`src/rtl/rdmx_rcv_be.sv`:
```
// Receive-side back end of the RDMX link: turns (length, address, data) AXI-Stream
// triples into AXI4 INCR write bursts and tracks outstanding B responses.
module rdmx_rcv_be #(
  parameter int DATA_WBITS      = 512,
  parameter int ADDR_WBITS      = 64,
  parameter int MAX_OUTSTANDING = 16
) (
  input  logic                    clk,
  input  logic                    reset,
  input  logic [15:0]             AXIS_PLEN_TDATA,
  input  logic                    AXIS_PLEN_TVALID,
  output logic                    AXIS_PLEN_TREADY,
  input  logic [ADDR_WBITS-1:0]   AXIS_ADDR_TDATA,
  input  logic                    AXIS_ADDR_TVALID,
  output logic                    AXIS_ADDR_TREADY,
  input  logic [DATA_WBITS-1:0]   AXIS_DATA_TDATA,
  input  logic                    AXIS_DATA_TLAST,
  input  logic                    AXIS_DATA_TVALID,
  output logic                    AXIS_DATA_TREADY,
  output logic [ADDR_WBITS-1:0]   M_AXI_AWADDR,
  output logic [7:0]              M_AXI_AWLEN,
  output logic [2:0]              M_AXI_AWSIZE,
  output logic [1:0]              M_AXI_AWBURST,
  output logic                    M_AXI_AWVALID,
  input  logic                    M_AXI_AWREADY,
  output logic [DATA_WBITS-1:0]   M_AXI_WDATA,
  output logic [DATA_WBITS/8-1:0] M_AXI_WSTRB,
  output logic                    M_AXI_WLAST,
  output logic                    M_AXI_WVALID,
  input  logic                    M_AXI_WREADY,
  input  logic [1:0]              M_AXI_BRESP,
  input  logic                    M_AXI_BVALID,
  output logic                    M_AXI_BREADY,
  output logic [31:0]             packets_written,
  output logic [7:0]              outstanding,
  output logic                    length_error,
  output logic                    bresp_error
);
  localparam int BPB      = DATA_WBITS / 8;
  localparam int LOG2_BPB = $clog2(BPB);
  localparam int MAX_PLEN = 256 * BPB;

  typedef enum logic [2:0] {S_IDLE, S_AW, S_W, S_PAD, S_DRAIN} state_t;

  state_t                  state_q, state_d;
  logic [7:0]              beat_q, beat_d;
  logic [7:0]              awlen_q, awlen_d;
  logic [LOG2_BPB-1:0]     rem_q, rem_d;
  logic [ADDR_WBITS-1:0]   addr_q, addr_d;
  logic [31:0]             pkts_q, pkts_d;
  logic [7:0]              outst_q, outst_d;
  logic                    len_err_q, len_err_d;
  logic                    bresp_err_q, bresp_err_d;
  logic                    bready_q, bready_d;

  logic [16:0]             plen_m1;
  logic                    plen_bad;
  logic                    room;
  logic                    wlast_hs;
  logic                    b_hs;

  // Low rem byte lanes enabled; rem == 0 means the final beat is full.
  function automatic logic [BPB-1:0] tail_strb(input logic [LOG2_BPB-1:0] r);
    logic [BPB-1:0] m;
    m = '1;
    if (r != '0) m = m >> (BPB - int'(r));
    return m;
  endfunction

  assign plen_m1  = {1'b0, AXIS_PLEN_TDATA} - 17'd1;
  assign plen_bad = (AXIS_PLEN_TDATA == 16'd0) || (32'(AXIS_PLEN_TDATA) > 32'(MAX_PLEN));
  assign room     = int'(outst_q) < MAX_OUTSTANDING;

  always_comb begin
    state_d          = state_q;
    beat_d           = beat_q;
    awlen_d          = awlen_q;
    rem_d            = rem_q;
    addr_d           = addr_q;
    pkts_d           = pkts_q;
    len_err_d        = len_err_q;
    bresp_err_d      = bresp_err_q;
    bready_d         = 1'b1;
    wlast_hs         = 1'b0;
    AXIS_PLEN_TREADY = 1'b0;
    AXIS_ADDR_TREADY = 1'b0;
    AXIS_DATA_TREADY = 1'b0;
    M_AXI_AWVALID    = 1'b0;
    M_AXI_WVALID     = 1'b0;
    M_AXI_WDATA      = '0;
    M_AXI_WSTRB      = '0;
    M_AXI_WLAST      = 1'b0;

    case (state_q)
      S_IDLE: begin
        if (AXIS_PLEN_TVALID && AXIS_ADDR_TVALID && room && !reset) begin
          AXIS_PLEN_TREADY = 1'b1;
          AXIS_ADDR_TREADY = 1'b1;
          addr_d  = AXIS_ADDR_TDATA;
          awlen_d = 8'(plen_m1 >> LOG2_BPB);
          rem_d   = AXIS_PLEN_TDATA[LOG2_BPB-1:0];
          if (plen_bad) begin
            len_err_d = 1'b1;
            state_d   = S_DRAIN;
          end else begin
            state_d   = S_AW;
          end
        end
      end
      S_AW: begin
        M_AXI_AWVALID = 1'b1;
        if (M_AXI_AWREADY) begin
          beat_d  = 8'd0;
          state_d = S_W;
        end
      end
      S_W: begin
        M_AXI_WVALID     = AXIS_DATA_TVALID;
        AXIS_DATA_TREADY = M_AXI_WREADY;
        M_AXI_WDATA      = AXIS_DATA_TDATA;
        M_AXI_WLAST      = (beat_q == awlen_q);
        M_AXI_WSTRB      = M_AXI_WLAST ? tail_strb(rem_q) : '1;
        if (AXIS_DATA_TVALID && M_AXI_WREADY) begin
          beat_d = beat_q + 8'd1;
          if (M_AXI_WLAST) begin
            wlast_hs = 1'b1;
            pkts_d   = pkts_q + 32'd1;
            if (!AXIS_DATA_TLAST) begin
              len_err_d = 1'b1;
              state_d   = S_DRAIN;
            end else begin
              state_d   = S_IDLE;
            end
          end else if (AXIS_DATA_TLAST) begin
            // Short packet: finish the announced burst with null beats.
            len_err_d = 1'b1;
            state_d   = S_PAD;
          end
        end
      end
      S_PAD: begin
        M_AXI_WVALID = 1'b1;
        M_AXI_WLAST  = (beat_q == awlen_q);
        if (M_AXI_WREADY) begin
          beat_d = beat_q + 8'd1;
          if (M_AXI_WLAST) begin
            wlast_hs = 1'b1;
            pkts_d   = pkts_q + 32'd1;
            state_d  = S_IDLE;
          end
        end
      end
      S_DRAIN: begin
        AXIS_DATA_TREADY = 1'b1;
        if (AXIS_DATA_TVALID && AXIS_DATA_TLAST) state_d = S_IDLE;
      end
      default: state_d = S_IDLE;
    endcase

    b_hs = M_AXI_BVALID && bready_q && (outst_q != 8'd0);
    case ({wlast_hs, b_hs})
      2'b10:   outst_d = outst_q + 8'd1;
      2'b01:   outst_d = outst_q - 8'd1;
      default: outst_d = outst_q;
    endcase
    if (M_AXI_BVALID && bready_q && (M_AXI_BRESP != 2'b00)) bresp_err_d = 1'b1;
  end

  always_ff @(posedge clk) begin
    if (reset) begin
      state_q     <= S_IDLE;
      beat_q      <= 8'd0;
      pkts_q      <= 32'd0;
      outst_q     <= 8'd0;
      len_err_q   <= 1'b0;
      bresp_err_q <= 1'b0;
      bready_q    <= 1'b0;
    end else begin
      state_q     <= state_d;
      beat_q      <= beat_d;
      pkts_q      <= pkts_d;
      outst_q     <= outst_d;
      len_err_q   <= len_err_d;
      bresp_err_q <= bresp_err_d;
      bready_q    <= bready_d;
    end
  end

  // Burst descriptor; only meaningful once the FSM has left IDLE.
  always_ff @(posedge clk) begin
    addr_q  <= addr_d;
    awlen_q <= awlen_d;
    rem_q   <= rem_d;
  end

  assign M_AXI_AWADDR    = addr_q;
  assign M_AXI_AWLEN     = awlen_q;
  assign M_AXI_AWSIZE    = 3'(LOG2_BPB);
  assign M_AXI_AWBURST   = 2'b01;
  assign M_AXI_BREADY    = bready_q;
  assign packets_written = pkts_q;
  assign outstanding     = outst_q;
  assign length_error    = len_err_q;
  assign bresp_error     = bresp_err_q;
endmodule

```
`config.mk`:
```
export PLATFORM = sky130hd
export DESIGN_NAME = rdmx_rcv_be
export DESIGN_NICKNAME = d
export VERILOG_FILES = /design/src/rtl/rdmx_rcv_be.sv
export SDC_FILE = /design/constraint.sdc
export NUM_CORES = 1
export LEC_CHECK = 0
export ABC_AREA = 0
export CAP_MARGIN = 20
export CORE_AREA = 5 5 500 502
export CTS_BUF_LIST = sky130_fd_sc_hd__clkbuf_2
export CTS_CLUSTER_DIAMETER = 100
export DETAILED_ROUTE_END_ITERATION = 8
export DIE_AREA = 0 0 505 507
export DONT_BUFFER_PORTS = 1
export HOLD_SLACK_MARGIN = 0.1
export PLACE_DENSITY = 0.3
export SYNTH_ARGS = -nofsm -noshare
export SYNTH_HDL_FRONTEND = slang
export SYNTH_SLANG_ARGS = --single-unit
```
`constraint.sdc`:
```
create_clock -name clk -period 36.1 [get_ports clk]
set_input_delay 10.83 -clock clk [delete_from_list [all_inputs] [get_ports clk]]
set_output_delay 10.83 -clock clk [all_outputs]
set_load 0.01 [all_outputs]
```
Word-level counts from Yosys, hierarchy flattened. Index checks and enable logic that the tools add are counted. Widths: inputs -> output; s select.

Equal/unequal tests: 16. Multiplexer cells: 42. Magnitude comparators: 2. Reduce and logical (&&, ||, !) cells: 25. Shifts and indexed selects: 1. Add/subtract/negate cells: 6.

Operators with widths (count): $mux 512 (1); $mux 64 (3); $mux 32 (3); $pmux 32 s2 (1); $shr 64x32->64 const A (1); $add 32x1->32 const B (1); $mux 3 (10); $mux 8 (3); $pmux 8 s3 (1); $add 8x1->8 const B (2); $gt 16x15->1 const B (1); $logic_not 16->1 (1); $pmux 8 s2 (1); $pmux 3 s5 (1); $mux 1 (14); $ne 2x2->1 const B (7); $sub 14x1->14 const B (1); $eq 8x8->1 (1); $logic_and 1x1->1 (8); $lt 8x5->1 const B (1); $pmux 1 s2 (4); $reduce_bool 2->1 (4); $reduce_bool 8->1 (1); $sub 7x6->8 const A (1); 18 further kinds (20).

Register bits: 132. Input port bits: 603.

Logic depth before layout (Yosys ltp).
Word-level depth: 6. Depth in mapped cells: 12.

Worst setup path before layout. No wires, ideal clock.

Path type: input-to-output. Start: input port reset. End: output port AXIS_PLEN_TREADY. Arrival time: 19571 ps. Buffers on the path: 1. Cell stages on the path: 4. Path slack: 5699 ps. Required time: 25270 ps. Cell sequence: inv_1 > nand4_1 > nor4_1 > buf_4.

Word-level cells in the longest chain between the ends: 4.

Ends and longest elaborated chain: start, declared (RTL line 9) `input logic reset,`; $logic_not 1->1 (RTL line 96) `if (AXIS_PLEN_TVALID && AXIS_ADDR_TVALID && room && !reset) begin`; $logic_and 1x1->1 (RTL line 96); $mux 1 (2 in series); end, declared (RTL line 12) `output logic AXIS_PLEN_TREADY,`.

No other way between the ends.

Worst setup path after layout. Ends and elaborated chain as after synthesis.

==> impl_metrics.tcl <==
set metrics [dict create \
    path_buf_inv 2 \
    period_share_pct 64.79 \
    die_w_um 505 \
    hold_class "reg2reg" \
    grt_pass1_vias 9675 \
    placed_area_um2 13780 \
    cts_setup_buffers 0 \
    synth_cell_types 64 \
    synth_fa_ha_area_share_pct 1.828 \
    ys_seq_area_share_pct 34.26 \
    io_pins 1305 \
    gr-usage-all-layers_pct 14.24 \
    synth_top_family_by_area "simple AND/OR/NAND/NOR gates" \
    clk_path_buf_depth 2 \
    grt_overflow 0 \
    wl_per_cell_um 43.21 \
    cp-start-kind "primary input" \
    drt-initial-drc-count 807 \
    root_buffer "clkbuf_2" \
    multi_input_area_um2 6093 \
    die_y_um 507 \
    required_ns 25.27 \
    yosysWarnings 0 \
    drt-total-wl_um 191800 \
    syn_area_per_cell_um2 8.307 \
    setup_violations 0 \
    max_stage_delay_ns 0.50 \
    grt_setup_unrepaired "no" \
    skew_ns 0.07655 \
    grt_pass1_wl_um 214200 \
    synth_mux_area_share_pct 2.379 \
    via_count 10560 \
    cts_resized 0 \
    outcome "finished, final reports clean" \
    async_flop_share_pct 0 \
    endpoint_kind "output port" \
    cts-hold-fix-buffers 0 \
    grt_max_degree 149 \
    finalCriticalPeriod_ns 23.39 \
    synth-seq-cells 132 \
    first_pass_iters 5 \
    avgViaCountPerCell 2.379 \
    clk_latency_ns 1.00 \
    power_leakage_nw 4.211 \
    final_cell_area_um2 14240 \
    hpwlAfterDp_um 180900 \
    drive_gt1_share_pct 8.856 \
    finalMaxSlewViolations 0 \
    synth_xor_area_share_pct 2.441 \
    cts_sinks 132 \
    cts_tree "yes" \
    ant_nets 0 \
    timing.fmax_mhz 42.76 \
    tightest_slew_ns 1.239 \
    synth_top_area_cell "and2_1" \
    worstSetupPathType "in2out" \
    clk_pin_slew_worst_paths_ns 0.31 \
    finalSetupTns_ns 0 \
    layout_common_cells "516 x and2_1, 82 x a21oi_1, 78 x edfxtp_1" \
    regArea_um2 3423 \
    worst-path-max-fanout 80 \
    yosys.area_share.simple_pct 44.36 \
    syn_to_final_growth_pct 42.52 \
    synth_cells 1203 \
    slowest_stage "inv_1" \
    synth_compound_area_share_pct 9.353 \
    rows 182 \
    core_area_um2 244800 \
    final_common_cell "and2_1" \
    slew_headroom_pct 17.40 \
    drv_cap 0 \
    fill_cells 28870 \
    initial_core_util_pct 4.082 \
    critPathTopFamily "buffers and inverters" \
    cts_max_level 4 \
    port_buffers 0 \
    syn_area_um2 9993 \
    synth_flop_cell "edfxtp_1" \
    place.gp.congestion 1.032 \
    cts_made_buffers 17 \
    path_cells "inv_1 > nand4_1 > nor4_2 > buf_12" \
    synth_top_area_share_pct 32.30 \
    remaining_drc_errors 0 \
    yosys-top-cells-area "and2_1 32%, edfxtp_1 23%, dfxtp_1 11%, a21oi_1 4.2%, nor2_1 2.1%" \
    arrival_ns 12.56 \
    hold_viol_final 0 \
    nets 1767 \
    fp.dieArea_um2 256000 \
    antenna_found_initial 290 \
    vdd_ir_drop_max_v 0.00003578 \
    synth_edf_count 78 \
    cellPowerDensity_nw_per_um2 22.59 \
]
[cells in the mapped netlist, types with 9 or more instances]
cell type / n
nor2_1: 56
o41ai_1: 9
and2_1: 516
dfxtp_1: 54
o21ai_0: 20
mux2_2: 14
ha_1: 13
or2_2: 11
xnor2_1: 15
nand3_1: 22
a21oi_1: 83
xor2_1: 11
nor3_1: 12
nand2_1: 40
clkbuf_1: 44
inv_1: 14
nor2b_1: 18
clkbuf_2: 20
buf_2: 20
nand4_1: 12
o311ai_0: 9
edfxtp_1: 78
[worst paths after layout]
path              cells after the start  slack, ns           start               end
setup / recovery                      4      12.71           reset  AXIS_PLEN_TREADY
hold / removal                        1       0.51       beat_q[7]         beat_q[7]
setup reg to reg                     10      31.99  M_AXI_AWLEN[0]    outstanding[7]
hold reg to reg                       1       0.51       beat_q[7]         beat_q[7]
[flip-flops by register name (all words and copies together) (netlist names)]
register,flops
M_AXI_AWADDR,64
M_AXI_AWLEN,8
M_AXI_BREADY,1
beat_q,8
bresp_error,1
length_error,1
outstanding,8
packets_written,32
rem_q,6
state_q,3
[cell families after synthesis]
family / after synthesis
DFF: 132
and+or+nand+nor: 740
adders and majority gates: 14
xor gates and xnor gates: 27
other: 2
muxes: 22
buffers and inverters: 114
AOI/OAI and AO/OA: 152
[routing by layer]
metal / GRT usage, % / routed length [µm] / share of wire (%)
met1: 13.94 / 63040 / 33
met2: 24.36 / 89950 / 47
met3: 11.18 / 34290 / 18
met4: 1.359 / 3684 / 1.9
met5: 1.481 / 805 / 0.42
[metrics by stage]
| stage | setup slack, ns | hold WS (ns) | total power [mW] | instances | util, % |
|---|---|---|---|---|---|
| final | 12.71 | 0.5112 | 0.3217 | 4438 | 5.818 |
| after global placement | 12.64 | 0.4852 | 0.2159 | 4349 | 5.630 |
| after detailed placement | 12.64 | 0.4837 | 0.2156 | 4349 | 5.630 |
| after global routing | 12.52 | 0.5254 | 0.3404 | 4421 | 5.801 |
| after floorplan | 5.699 | 0.4596 | 0.1921 | 1206 | - |
| after CTS | 12.64 | 0.5153 | 0.3329 | 4381 | 5.739 |
[where the power goes]
group	internal [mW]	total, mW	switching [mW]	leakage, nW
registers	0.164	0.169	0.00480	1.15
logic	0.00804	0.0425	0.0345	2.90
clock network	0.0303	0.111	0.0802	0.158
total	0.202	0.322	0.119	4.21
[cell type report]
class,count,share of cell area (%)
timing repair buffer,23,1.581
multi-input combinational,960,42.78
inverter,16,0.4744
tap,3220,28.29
clock inverter,15,1.274
sequential,132,24.04
clock buffer,17,0.5974
antenna,55,0.9664
Note: power is estimated with default switching activity, not from simulation.
